**config.mk**
```make
export PLATFORM = sky130hd
export DESIGN_NAME = serialize_10b
export DESIGN_NICKNAME = d
export VERILOG_FILES = /design/src/rtl/line_code_pkg.sv /design/src/rtl/serialize_10b_bit_tick_gen.sv /design/src/rtl/serialize_10b.sv
export SDC_FILE = /design/constraint.sdc
export NUM_CORES = 1
export LEC_CHECK = 0
export ABC_AREA = 1
export CORE_MARGIN = 1
export CORE_UTILIZATION = 55
export DETAILED_ROUTE_END_ITERATION = 7
export GPL_ROUTABILITY_DRIVEN = 0
export MAX_ROUTING_LAYER = met4
export PLACE_DENSITY_LB_ADDON = 0.15
export SKIP_LAST_GASP = 1
export SLEW_MARGIN = 20
export SYNTH_ARGS = -nofsm -noshare
export SYNTH_HDL_FRONTEND = slang
export SYNTH_HIERARCHICAL = 1
export SYNTH_SLANG_ARGS = --single-unit
export TNS_END_PERCENT = 20
```
**constraint.sdc**
```tcl
create_clock -name clk -period 2.65 [get_ports clk]
set_clock_uncertainty 0.2 [all_clocks]
set_input_delay 0.265 -clock clk [delete_from_list [all_inputs] [get_ports clk]]
set_output_delay 0.265 -clock clk [all_outputs]
set_load 0.03 [all_outputs]
```
**src/rtl/line_code_pkg.sv**
```systemverilog
`default_nettype none
// ============================================================================
// Module  : line_code_pkg
// Purpose : Shared 8b/10b line-code definitions for the serial TX/RX path:
//           K28.5 idle code words, code-word width, transmission bit order,
//           the serializer state enum and a helper that reorders a packed
//           code word into line order.
// Revision: 1.0 - initial release
// ============================================================================
package line_code_pkg;

  localparam int unsigned c_CW_WIDTH = 10;

  // K28.5 in {f,g,h,j,a,b,c,d,e,i} packing
  localparam logic [c_CW_WIDTH-1:0] K28_5_NEG = 10'h28F;  // RD-, disparity +2
  localparam logic [c_CW_WIDTH-1:0] K28_5_POS = 10'h170;  // RD+, disparity -2

  // Packed-word index of each line bit, first transmitted bit first (a..j)
  localparam int unsigned c_TX_ORDER [c_CW_WIDTH] = '{5, 4, 3, 2, 1, 0, 9, 8, 7, 6};

  typedef enum logic [1:0] {
    SEND_DATA     = 2'd0,
    SEND_IDLE_NEG = 2'd1,
    SEND_IDLE_POS = 2'd2
  } line_state_t;

  // Result bit 0 is the first bit on the line.
  function automatic logic [c_CW_WIDTH-1:0] to_tx_order(input logic [c_CW_WIDTH-1:0] word);
    logic [c_CW_WIDTH-1:0] result;
    result = '0;
    for (int k = 0; k < c_CW_WIDTH; k++) begin
      result[k] = word[c_TX_ORDER[k]];
    end
    return result;
  endfunction

endpackage
`default_nettype wire

```
**src/rtl/serialize_10b_bit_tick_gen.sv**
```systemverilog
`default_nettype none
// ============================================================================
// Module  : bit_tick_gen
// Purpose : Bit-timing generator for a 10-bit serial word. clk_cnt runs
//           0..CLKS_PER_BIT-1, bit_cnt runs 0..BITS_PER_WORD-1 and advances
//           when clk_cnt wraps. Shared by the serializer and deserializer.
// Ports   : clk         - clock
//           rst         - asynchronous active-high reset (counters to 0)
//           o_bit_tick  - last clk of the current bit
//           o_last_tick - last clk of the last bit of the word
// Revision: 1.0 - initial release
// ============================================================================
module bit_tick_gen #(
  parameter int unsigned CLKS_PER_BIT  = 4,
  parameter int unsigned BITS_PER_WORD = 10
) (
  input  logic clk,
  input  logic rst,
  output logic o_bit_tick,
  output logic o_last_tick
);

  // A 1-bit counter is kept even when CLKS_PER_BIT=1; it then never leaves 0.
  localparam int unsigned c_CNT_W = (CLKS_PER_BIT > 1) ? $clog2(CLKS_PER_BIT) : 1;
  localparam int unsigned c_BIT_W = (BITS_PER_WORD > 1) ? $clog2(BITS_PER_WORD) : 1;
  localparam logic [c_CNT_W-1:0] c_CLK_MAX = c_CNT_W'(CLKS_PER_BIT - 1);
  localparam logic [c_BIT_W-1:0] c_BIT_MAX = c_BIT_W'(BITS_PER_WORD - 1);

  logic [c_CNT_W-1:0] r_clk_cnt;
  logic [c_BIT_W-1:0] r_bit_cnt;
  logic               w_bit_tick;
  logic               w_last_tick;

  assign w_bit_tick  = (r_clk_cnt == c_CLK_MAX);
  assign w_last_tick = w_bit_tick && (r_bit_cnt == c_BIT_MAX);

  always_ff @(posedge clk or posedge rst) begin
    if (rst) begin
      r_clk_cnt <= '0;
      r_bit_cnt <= '0;
    end else if (w_bit_tick) begin
      r_clk_cnt <= '0;
      r_bit_cnt <= w_last_tick ? '0 : r_bit_cnt + 1'b1;
    end else begin
      r_clk_cnt <= r_clk_cnt + 1'b1;
    end
  end

  assign o_bit_tick  = w_bit_tick;
  assign o_last_tick = w_last_tick;

endmodule
`default_nettype wire

```
**src/rtl/serialize_10b.sv**
```systemverilog
`default_nettype none
// ============================================================================
// Module  : serialize_10b
// Purpose : 8b/10b transmit line stage. Accepts 10-bit code words over a
//           valid/ready handshake and shifts them out at clk/CLKS_PER_BIT in
//           line order (a first, j last). With no word offered at a word
//           boundary it sends a K28.5 NEG/POS idle pair so the line never
//           stalls and running disparity stays balanced.
// Ports   : clk          - clock
//           rst          - asynchronous active-high reset
//           in_data      - code word {f,g,h,j,a,b,c,d,e,i}
//           in_valid     - in_data holds a word
//           in_ready     - word is taken this cycle (last clk of a word)
//           serial_out   - registered line bit
//           word_start   - pulse with the first bit of every word
//           word_is_idle - 1 while the current line word is an idle
//           underflow    - pulse when an idle pair directly follows data
// Revision: 1.0 - initial release
// ============================================================================
module serialize_10b
  import line_code_pkg::*;
#(
  parameter int unsigned     CLKS_PER_BIT = 4,        // 1..256
  parameter logic [9:0]      IDLE_NEG     = 10'h28F,
  parameter logic [9:0]      IDLE_POS     = 10'h170
) (
  input  logic       clk,
  input  logic       rst,
  input  logic [9:0] in_data,
  input  logic       in_valid,
  output logic       in_ready,
  output logic       serial_out,
  output logic       word_start,
  output logic       word_is_idle,
  output logic       underflow
);

  localparam logic [c_CW_WIDTH-1:0] c_IDLE_NEG_TX = to_tx_order(IDLE_NEG);
  localparam logic [c_CW_WIDTH-1:0] c_IDLE_POS_TX = to_tx_order(IDLE_POS);

  logic                  w_bit_tick;
  logic                  w_last_tick;
  logic [c_CW_WIDTH-1:0] w_data_tx;

  line_state_t           r_state;
  logic [c_CW_WIDTH-1:0] r_shift;       // bit 0 is the bit currently on the line
  logic                  r_serial;
  logic                  r_word_start;
  logic                  r_word_is_idle;
  logic                  r_underflow;

  bit_tick_gen #(
    .CLKS_PER_BIT  (CLKS_PER_BIT),
    .BITS_PER_WORD (c_CW_WIDTH)
  ) u_bit_tick_gen (
    .clk         (clk),
    .rst         (rst),
    .o_bit_tick  (w_bit_tick),
    .o_last_tick (w_last_tick)
  );

  assign w_data_tx = to_tx_order(in_data);

  // The second half of an idle pair is never pre-empted by data.
  assign in_ready = w_last_tick && (r_state != SEND_IDLE_NEG);

  always_ff @(posedge clk or posedge rst) begin
    if (rst) begin
      r_state        <= SEND_IDLE_NEG;
      r_shift        <= c_IDLE_NEG_TX;
      r_serial       <= c_IDLE_NEG_TX[0];
      r_word_start   <= 1'b0;
      r_word_is_idle <= 1'b1;
      r_underflow    <= 1'b0;
    end else begin
      r_word_start <= 1'b0;
      r_underflow  <= 1'b0;
      if (w_last_tick) begin
        // Word boundary: load the next word and present its first bit.
        r_word_start <= 1'b1;
        case (r_state)
          SEND_IDLE_NEG: begin
            r_state        <= SEND_IDLE_POS;
            r_shift        <= c_IDLE_POS_TX;
            r_serial       <= c_IDLE_POS_TX[0];
            r_word_is_idle <= 1'b1;
          end
          default: begin
            if (in_valid) begin
              r_state        <= SEND_DATA;
              r_shift        <= w_data_tx;
              r_serial       <= w_data_tx[0];
              r_word_is_idle <= 1'b0;
            end else begin
              r_state        <= SEND_IDLE_NEG;
              r_shift        <= c_IDLE_NEG_TX;
              r_serial       <= c_IDLE_NEG_TX[0];
              r_word_is_idle <= 1'b1;
              r_underflow    <= (r_state == SEND_DATA);
            end
          end
        endcase
      end else if (w_bit_tick) begin
        r_serial <= r_shift[1];
        r_shift  <= {1'b0, r_shift[c_CW_WIDTH-1:1]};
      end
    end
  end

  assign serial_out   = r_serial;
  assign word_start   = r_word_start;
  assign word_is_idle = r_word_is_idle;
  assign underflow    = r_underflow;

endmodule
`default_nettype wire
```
* Yosys cells after proc, flatten, opt, wreduce, memory -nomap -nowiden
Index checks and enable logic that the tools add are counted.
** Operators by class
- $add $sub $neg :: 2
- $mul :: 0
- Divide/modulo/power cells :: 0
- $lt $le $gt $ge :: 0
- Eq/ne operators :: 4
- Shifts and indexed selects :: 0
- Mux-type cells :: 18
- Bitwise gates (word level) :: 0
- Reduce and logical (&&, ||, !) cells :: 4
** Operators by type and width (number)
- 10-bit two-way mux :: 4
- 1-bit two-way mux :: 11
- 4-bit by 1-bit adder with 4-bit output (second input constant) :: 1
- 4-bit equality test (second input constant) :: 1
- 2-bit two-way mux :: 2
- 4-bit two-way mux :: 1
- 2-bit by 1-bit adder with 2-bit output (second input constant) :: 1
- 2-bit by 1-bit equality test with 1-bit output (second input constant) :: 1
- 2-bit equality test (second input constant) :: 1
- 1-bit logical AND :: 2
- 2-bit zero test :: 1
- 2-bit by 1-bit != test with 1-bit output (second input constant) :: 1
- 2-bit nonzero test :: 1
** Word-level totals
- Bits in registers :: 22
- Latch bits :: 0
- Memory bits (writable) :: 0
- Memory bits (read-only) :: 0
- Word-level logic and storage cells :: 36
- Memories kept :: 0

* Longest topological paths before layout
Gate-level depths: netlist of run 1.
- Depth in word-level cells :: 4
- Depth in mapped cells :: 9
- Depth with buffers taken out :: 8

* Modules after synthesis
Netlist of run 1, hierarchy kept.
** Modules (own cells, without submodules)
- serialize_10b :: instances 1, cells each 95, area an instance 762.0 sq um, seq. area each 385.4 sq um
- bit_tick_gen :: instances 1, cells each 31, area an instance 291.5 sq um, seq. area each 150.1 sq um

* Worst setup path before layout of run 1
Ideal clock, no wire load.
- Path type :: register -> output
- Start :: register u_bit_tick_gen.r_clk_cnt[0]
- End :: output port in_ready
- Arrival :: 1.606 ns
- Data required time :: 2.185 ns
- Path slack :: 0.579 ns
- Cell stages (with the launch flop) :: 6
- Path buffers :: 0
- Cell sequence :: dfrtp_1 > ha_1 > nand4_1 > inv_1 > inv_2 > a21oi_1
** Between the ends
- Longest elaborated chain between the ends :: 3
** RTL lines
- start, declared :: line serialize_10b_bit_tick_gen.sv:29 : logic [c_CNT_W-1:0] r_clk_cnt;
- start signal, assigned :: line serialize_10b_bit_tick_gen.sv:45 : r_clk_cnt <= r_clk_cnt + 1'b1;
- 2-bit equality test :: line serialize_10b_bit_tick_gen.sv:34 : assign w_bit_tick = (r_clk_cnt == c_CLK_MAX);
- named net w_bit_tick :: line serialize_10b.sv:41 : logic w_bit_tick;
- 1-bit logical AND :: line serialize_10b_bit_tick_gen.sv:35 : assign w_last_tick = w_bit_tick && (r_bit_cnt == c_BIT_MAX);
- named net w_last_tick :: line serialize_10b.sv:42 : logic w_last_tick;
- 1-bit logical AND :: line serialize_10b.sv:65 : assign in_ready = w_last_tick && (r_state != SEND_IDLE_NEG);
- end, declared :: line serialize_10b.sv:31 : output logic in_ready,
The timed path passes the listed nets, and every way through them passes these cells.

* Final worst setup path of run 1
Ends and elaborated chain as after synthesis.

==> impl_metrics.json, run 1 <==
{
  "grt_pass1_vias": 791,
  "fmax_ghz": 0.432,
  "port_buffers": 17,
  "ant_nets": 0,
  "vias": 832,
  "dp_cells": 165,
  "setup_viol": 0,
  "crit_type": "flip-flop to primary output",
  "maxSlewViolCount": 0,
  "finalCriticalPeriod_ps": 2320,
  "wl_per_cell_um": 10.9,
  "start_kind": "flip-flop",
  "hold_viol_final": 6,
  "yosys.area.top_type": "dfrtp_1",
  "holdBufCountCts": 0,
  "path_cells": "ha_1 > nand4_1 > inv_1 > inv_2 > a21oi_1 > buf_4",
  "num_io_pins": 18,
  "synth-seq-cells": 21,
  "nNetsFinal": 161,
  "chipWidth_um": 45.8,
  "antenna_found_initial": 0,
  "diodes": 0,
  "area_growth_pct": 18.8,
  "core.rowCount": 15,
  "dieArea_mm2": 0.00209,
  "synth_area_leaders": "dfrtp_1, dfstp_2, nand2_1",
  "htree_num_levels": 1,
  "post_cts_buffers": 0,
  "p_leak_nw": 0.590,
  "power_mw": 0.502,
  "drive_gt1_frac": 0.146,
  "synth_ff_type": "dfrtp_1",
  "worst_pin_slew_ps": 552,
  "root_buffer": "clkbuf_4",
  "critPathMaxFanout": 13,
  "hp-class": "primary input to asynchronous set/reset pin",
  "drv_cap": 0,
  "synth.most_common_cell": "nand2_1",
  "floorplan.initialDensity": 0.597,
  "dpl-instance-area_mm2": 0.00122,
  "finalSetupTns_ps": 0,
  "instances_no_fill": 169,
  "async_reset_ff_frac": 1.00,
  "clkLatencyLatePin_ps": 290,
  "run_status": "finished, violations left",
  "layout_worst_path_cycle_share": 0.874,
  "finalWirelength_mm": 1.84,
  "synthesis.instances": 126,
  "fin_util": 0.709,
  "cp_data_arrival_time_ps": 1850,
  "maxSlewHeadroom": 0.632,
  "place.detailed.hpwl_mm": 1.37,
  "ys_types": 21,
  "cp-end-kind": "primary output",
  "power_density_mw_per_mm2": 401,
  "globalRoute.totalOverflow": 0,
  "ys_warn_count": 6,
  "clock_sinks": 21,
  "synth_common_cells": "nand2_1, inv_1, dfrtp_1",
  "yosysTopAreaCellShare": 0.309,
  "drt_iter0_markers": 25,
  "vdd_drop_max_mv": 0.294,
  "final_area_mm2": 0.00125,
  "violations": "negative hold slack",
  "syn_nets": 142,
  "clk_pin_slew_ps": 110,
  "die_y_um": 45.8,
  "slowest_stage": "ha_1",
  "timing.hold.ws_ps": -2.93,
  "grt_pass1_wl_mm": 3.19,
  "grt_max_degree": 16,
  "ys_seq_area_frac": 0.508,
  "coreArea_mm2": 0.00176,
  "crit_required_ps": 2180,
  "cpPeakStageDelay_ps": 370,
  "dr.pass1.iters": 4,
  "grtUsageTotal": 0.220,
  "grt_setup_unrepaired": "false",
  "avgSynthCellArea_um2": 8.36,
  "cts_tree": "yes",
  "synth_area_mm2": 0.00105,
  "drc": 0,
  "cts_resized": 0,
  "clockBufferDepth": 2,
  "viasPerCell": 4.92,
  "numCtsBuffers": 3,
  "synth_edf_count": 0
}
==> where the power goes <==
group          leakage (nW)  switching (mW)  internal [mW]  total, mW
combinational         0.330          0.0143         0.0180     0.0323
clock                0.0150          0.0904         0.0584      0.149
sequential            0.245               0          0.321      0.321
total                 0.590           0.105          0.397      0.502
==> placed cells by master (no fill, tap or decap), drive strengths merged <==
cell,n
a21oi,9
clkdlybuf4s50,16
nand4,1
inv,17
nand2,34
nor4,1
a21boi,1
dfstp,8
nor2,14
ha,3
buf,2
o21bai,1
dfrtp,13
xor2,1
clkbuf,4
nand3,10
o21ai,9
==> worst max-delay path: cells and delay by family, from the launching register on <==
family	cells	cell delay, ps
adder cells (fa/ha/maj)	1	370
flip-flops	1	360
AND/OR/NAND/NOR	1	160
AO/OA/AOI/OAI	1	240
buffers and inverters	3	420
==> area by class of cell <==
| class | count | area (µm²) |
|---|---|---|
| inverter | 17 | 63.8 |
| sequential | 21 | 536 |
| fill | 158 | 513 |
| timing repair buffer | 18 | 175 |
| tap | 25 | 31.3 |
| clock buffer | 4 | 26.3 |
| multi-input combinational | 84 | 419 |
==> cells by family (layout without fill, tap and decap cells) <==
| group | after synthesis | in the layout | synth area share |
|---|---|---|---|
| AND/OR/NAND/NOR | 60 | 60 | 0.254 |
| flip-flops | 21 | 21 | 0.508 |
| buffers and inverters | 21 | 39 | 0.0938 |
| AO/OA/AOI/OAI | 20 | 20 | 0.0998 |
| adder cells (fa/ha/maj) | 3 | 3 | 0.0356 |
| XOR/XNOR | 1 | 1 | 0.00832 |
==> sequential cells by signal, indices dropped and copies added (netlist names) <==
name,flops
r_shift,9
r_state,2
serial_out,1
u_bit_tick_gen/r_bit_cnt,4
u_bit_tick_gen/r_clk_cnt,2
underflow,1
word_is_idle,1
word_start,1
==> through the flow <==
| stage | worst slack (ps) | hold slack, ps |
|---|---|---|
| 4_1_cts | 311 | 4.93 |
| 6_report | 334 | -2.93 |
| 5_1_grt | 181 | 28.6 |
| 3_3_place_gp | 726 | 212 |
| 3_5_place_dp | 651 | 220 |
| 2_1_floorplan | 579 | -144 |
==> metal layers <==
layer / routed length [µm] / global-route usage / part of all wire / up-vias
met5: 0 / - / 0 / -
met3: 75 / 0.0397 / 0.041 / 2
met1: 873 / 0.283 / 0.48 / 376
met4: 13 / 0.0765 / 0.0071 / 0
li1: - / - / - / 435
met2: 873 / 0.349 / 0.48 / 19
==> worst paths after layout <==
check	start	to	slack (ps)	depth (start not counted)
min reg2reg	u_bit_tick_gen/r_clk_cnt[0]	u_bit_tick_gen/r_clk_cnt[0]	230	1
min in group clk	u_bit_tick_gen/r_clk_cnt[0]	u_bit_tick_gen/r_clk_cnt[0]	230	1
max reg2reg	u_bit_tick_gen/r_clk_cnt[0]	r_shift[6]	770	8
max in group asynchronous	rst	r_shift[2]	1750	2
max	u_bit_tick_gen/r_clk_cnt[0]	in_ready	330	6
min	rst	u_bit_tick_gen/r_clk_cnt[1]	-3	2
Note: power is estimated with default switching activity, not from simulation.
==> run 2, diff against run 1 <==
--- a/config.mk
+++ b/config.mk
@@ -11,7 +11,9 @@
 export DETAILED_ROUTE_END_ITERATION = 7
 export GPL_ROUTABILITY_DRIVEN = 0
 export MAX_ROUTING_LAYER = met4
-export PLACE_DENSITY_LB_ADDON = 0.15
+export PLACE_DENSITY_LB_ADDON = 0.08
+export RECOVER_POWER = 50
+export REMOVE_ABC_BUFFERS = 1
 export SKIP_LAST_GASP = 1
 export SLEW_MARGIN = 20
 export SYNTH_ARGS = -nofsm -noshare
==> impl_metrics.json, run 2 (synthesis results as in run 1) <==
{
  "run_status": "complete, no violations",
  "worst_pin_slew_ps": 559,
  "clock_sinks": 21,
  "cts_tree": "yes",
  "place.detailed.hpwl_mm": 1.42,
  "diodes": 0,
  "chipWidth_um": 45.8,
  "cp-end-kind": "primary output",
  "wl_per_cell_um": 11.3,
  "fin_util": 0.709,
  "finalCriticalPeriod_ps": 2320,
  "final_cell_mix": "nand2_1, clkdlybuf4s50_1, inv_1",
  "timing.hold.ws_ps": 127,
  "drc": 0,
  "grt_setup_unrepaired": "false",
  "clockBufferDepth": 2,
  "grt_max_degree": 16,
  "num_io_pins": 18,
  "drive_gt1_frac": 0.146,
  "hp-class": "primary input to asynchronous set/reset pin",
  "wl_met2_um": 947,
  "floorplan.initialDensity": 0.597,
  "globalRoute.totalOverflow": 0,
  "cp_data_arrival_time_ps": 1850,
  "finalSetupTns_ps": 0,
  "htree_num_levels": 1,
  "rrSetupSlack_ps": 740,
  "power_density_mw_per_mm2": 405,
  "dieArea_mm2": 0.00209,
  "setup_viol": 0,
  "post_cts_buffers": 0,
  "grt_pass1_vias": 757,
  "clk_pin_slew_ps": 120,
  "root_buffer": "clkbuf_4",
  "largest_reg_flops": 9,
  "cts_resized": 0,
  "viasPerCell": 4.98,
  "reg2reg_from": "u_bit_tick_gen/r_clk_cnt[0]",
  "layout_commonest_cell": "nand2_1",
  "clkLatencyLatePin_ps": 300,
  "numCtsBuffers": 3,
  "route.met3.wl_um": 86,
  "finalWirelength_mm": 1.91,
  "maxSlewViolCount": 0,
  "critPathMaxFanout": 13,
  "grt_pass1_wl_mm": 3.24,
  "m1WireLength_um": 869,
  "reg2regPathDepth": 8,
  "drt_iter0_markers": 15,
  "antenna_found_initial": 0,
  "nNetsFinal": 161,
  "dr.pass1.iters": 4,
  "holdBufCountCts": 0,
  "highest_layer": "met4",
  "coreArea_mm2": 0.00176,
  "vdd_drop_max_mv": 0.266,
  "top_register": "r_shift",
  "drv_cap": 0,
  "grtUsageTotal": 0.224,
  "vias": 842,
  "nFillCells": 141,
  "core.rowCount": 15,
  "r2r-end": "r_shift[8]",
  "hold_viol_final": 0,
  "die_y_um": 45.8,
  "p_leak_nw": 0.590,
  "crit_type": "flip-flop to primary output",
  "crit_required_ps": 2180,
  "port_buffers": 17,
  "layout_worst_path_cycle_share": 0.875,
  "maxSlewHeadroom": 0.627,
  "start_kind": "flip-flop",
  "fmax_ghz": 0.431,
  "power_mw": 0.506,
  "reg.largest.list": "r_shift: 9 flops, u_bit_tick_gen/r_bit_cnt: 4 flops",
  "area_growth_pct": 18.8,
  "ant_nets": 0
}
run 2: cell count changes in the layout (fill, tap and decap cells not counted), sizes merged:
cell / before / now
clkdlybuf4s50: 16 / 15
dlygate4sd3: 0 / 1
run 2: critical path, cell delays in order, from the launching register on:
cell	delay, ps
dfrtp_1	370
ha_1	370
nand4_1	170
inv_1	110
inv_2	110
a21oi_1	220
buf_4	210
run 2: power by group:
group	internal [mW]	switching, mW	total [mW]	leakage (nW)
clock	0.0585	0.0943	0.153	0.0150
combinational	0.0177	0.0147	0.0324	0.330
sequential	0.321	0	0.321	0.245
total	0.397	0.109	0.506	0.590
run 2: layout make-up:
type	instances	area [µm²]	share of cell area
Clock buffer	4	26.3	0.0210
Inverter	17	63.8	0.0510
Multi-Input combinational cell	84	419	0.335
Sequential cell	21	536	0.428
Tap cell	25	31.3	0.0250
Timing Repair Buffer	18	175	0.140
run 2: worst max path at each step:
stage,startpoint,slack (ps),end,cells after the start
floorplan,u_bit_tick_gen/r_clk_cnt[0],340,in_ready,5
global placement,u_bit_tick_gen/r_clk_cnt[0],720,in_ready,6
detailed placement,u_bit_tick_gen/r_clk_cnt[0],670,in_ready,6
CTS,u_bit_tick_gen/r_clk_cnt[0],330,in_ready,6
global route,u_bit_tick_gen/r_clk_cnt[0],170,in_ready,6
finish,u_bit_tick_gen/r_clk_cnt[0],330,in_ready,6
run 2: stage by stage:
stage	setup slack, ps	instance area (µm²)	std cells
floorplan	341	1020	122
global placement	721	1220	165
detailed placement	667	1220	165
CTS	327	1250	169
global route	173	1250	169
finish	331	1250	169
run 2: per-layer routing:
| layer | GRT usage | vias up |
|---|---|---|
| met5 | - | - |
| met2 | 0.374 | 23 |
| met1 | 0.286 | 386 |
| met4 | 0.0529 | 0 |
| li1 | - | 431 |
| met3 | 0.0357 | 2 |
==> run 3, diff against run 2 <==
--- a/config.mk
+++ b/config.mk
@@ -5,9 +5,9 @@
 export SDC_FILE = /design/constraint.sdc
 export NUM_CORES = 1
 export LEC_CHECK = 0
-export ABC_AREA = 1
 export CORE_MARGIN = 1
 export CORE_UTILIZATION = 55
+export CTS_CLUSTER_DIAMETER = 40
 export DETAILED_ROUTE_END_ITERATION = 7
 export GPL_ROUTABILITY_DRIVEN = 0
 export MAX_ROUTING_LAYER = met4
==> impl_metrics.json, run 3 <==
{
  "synthesis.instances": 103,
  "r2r-end": "r_shift[7]",
  "cts_tree": "yes",
  "holdCritStartpoint": "u_bit_tick_gen/r_clk_cnt[0]",
  "grt_pass1_vias": 717,
  "ys_warn_count": 6,
  "ant_nets": 0,
  "grt_setup_unrepaired": "false",
  "floorplan.initialDensity": 0.601,
  "ys_types": 28,
  "path_cells": "inv_1 > ha_1 > nand2_1 > nor2_1 > and2_2 > and2_1 > buf_4",
  "cp-end-kind": "primary output",
  "async_reset_ff_frac": 1.00,
  "clkLatencyLatePin_ps": 300,
  "reg2regPathDepth": 5,
  "nNetsFinal": 137,
  "place.detailed.hpwl_mm": 1.30,
  "vias": 779,
  "diodes": 0,
  "fin_util": 0.707,
  "run_status": "complete, no violations",
  "final_cell_mix": "clkdlybuf4s50_1, dfrtp_1, nand2b_1",
  "avgSynthCellArea_um2": 10.4,
  "top_register": "r_shift",
  "finalCriticalPeriod_ps": 2300,
  "start_kind": "flip-flop",
  "layout_commonest_cell": "clkdlybuf4s50_1",
  "cts_resized": 0,
  "layout_worst_path_cycle_share": 0.869,
  "htree_num_levels": 1,
  "area_growth_pct": 17.6,
  "synth_area_mm2": 0.00107,
  "fmax_ghz": 0.434,
  "path_buf_inv": 2,
  "synth.most_common_cell": "dfrtp_1",
  "clk_pin_slew_ps": 120,
  "grt_pass1_wl_mm": 3.02,
  "numCtsBuffers": 3,
  "critPathMaxFanout": 13,
  "critPathLaunch": "u_bit_tick_gen/r_bit_cnt[1]",
  "largest_reg_flops": 9,
  "drv_cap": 0,
  "slowest_stage": "dfrtp_1",
  "coreArea_mm2": 0.00178,
  "worst_pin_slew_ps": 1020,
  "rrSetupSlack_ps": 570,
  "root_buffer": "clkbuf_4",
  "cpPeakStageDelay_ps": 420,
  "synth_ff_type": "dfrtp_1",
  "setup_viol": 0,
  "synth_area_leaders": "dfrtp_1, dfstp_2, mux2i_1",
  "synth_edf_count": 0,
  "finalSetupTns_ps": 0,
  "dr.pass1.iters": 4,
  "ys_seq_area_frac": 0.500,
  "post_cts_buffers": 0,
  "synth_common_cells": "dfrtp_1, nand2b_1, dfstp_2, nand3_1, o21ai_1",
  "dieArea_mm2": 0.00213,
  "grtUsageTotal": 0.210,
  "clock_sinks": 21,
  "synth-seq-cells": 21,
  "crit_type": "flip-flop to primary output",
  "reg2reg_from": "u_bit_tick_gen/r_clk_cnt[0]",
  "grt_max_degree": 23,
  "antenna_found_initial": 0,
  "crit_required_ps": 2180,
  "drc": 0,
  "cp.depth": 7,
  "maxSlewViolCount": 0,
  "crit_family": "simple AND/OR/NAND/NOR gates",
  "yosys.area.top_type": "dfrtp_1",
  "die_y_um": 46.1,
  "wl_per_cell_um": 13.0,
  "maxSlewHeadroom": 0.319,
  "holdBufCountCts": 1,
  "drt_iter0_markers": 15,
  "vdd_drop_max_mv": 0.349,
  "p_leak_nw": 0.512,
  "crit_end": "in_ready",
  "chipWidth_um": 46.1,
  "hold_viol_final": 0,
  "hp-class": "flip-flop to flip-flop",
  "num_io_pins": 18,
  "clockBufferDepth": 2,
  "yosysTopAreaCellShare": 0.304,
  "finalWirelength_mm": 1.88,
  "power_density_mw_per_mm2": 433,
  "drive_gt1_frac": 0.150,
  "viasPerCell": 5.37,
  "core.rowCount": 15,
  "reg.largest.list": "r_shift: 9 flops, u_bit_tick_gen/r_bit_cnt: 4 flops",
  "port_buffers": 17,
  "cp_data_arrival_time_ps": 1840,
  "globalRoute.totalOverflow": 0
}
==> run 3: logic make-up after synthesis <==
family                     share of synthesized area
DFF                                            0.500
AOI/OAI and AO/OA                              0.124
buffers and inverters                         0.0689
muxes                                         0.0794
adders and majority gates                     0.0351
and+or+nand+nor                                0.193
==> run 3: per-stage QoR <==
step	hold slack (ps)	power, mW	area [µm²]	instances	worst slack (ps)
4_1_cts	235	0.552	1260	145	342
3_3_place_gp	216	0.397	1230	140	758
6_report	232	0.546	1260	145	348
5_1_grt	255	0.566	1260	145	213
2_1_floorplan	-144	0.368	1010	96	435
3_5_place_dp	218	0.398	1230	140	697
==> run 3: worst min-delay path by stage <==
stage                                        endpoint  depth (start not counted)  slack (ps)
after floorplan           u_bit_tick_gen/r_bit_cnt[0]                          1        -140
after global placement    u_bit_tick_gen/r_clk_cnt[0]                          1         220
after detailed placement  u_bit_tick_gen/r_clk_cnt[0]                          1         220
after CTS                 u_bit_tick_gen/r_clk_cnt[0]                          1         240
after global routing      u_bit_tick_gen/r_clk_cnt[0]                          1         260
final                     u_bit_tick_gen/r_clk_cnt[0]                          1         230
==> run 3: where the power goes <==
part / leakage (nW) / switching, mW / internal [mW]
clock network: 0.0177 / 0.0962 / 0.0562
registers: 0.248 / 0.00479 / 0.333
logic: 0.247 / 0.0258 / 0.0300
total: 0.512 / 0.127 / 0.419
==> run 3: worst reg2reg max path, cell delays in order (launching register included) <==
cell	delay (ps)
dfrtp_1	370
ha_1	160
clkbuf_1	760
nor2b_1	120
a211oi_1	270
a21oi_1	80
==> run 3: cell type report <==
class | count | area, µm²
Tap cell | 25 | 31.3
Fill cell | 142 | 523
Inverter | 4 | 15.0
Multi-Input combinational cell | 71 | 462
Timing Repair Buffer | 20 | 189
Clock buffer | 3 | 22.5
Sequential cell | 21 | 536
Clock inverter | 1 | 5.00
==> run 3: per-layer routing <==
layer / GRT usage / up-vias / part of all wire
li1: - / 386 / -
met3: 0.0275 / 4 / 0.027
met1: 0.280 / 373 / 0.49
met5: - / - / 0
met2: 0.324 / 16 / 0.48
met4: 0.0882 / 0 / 0.010
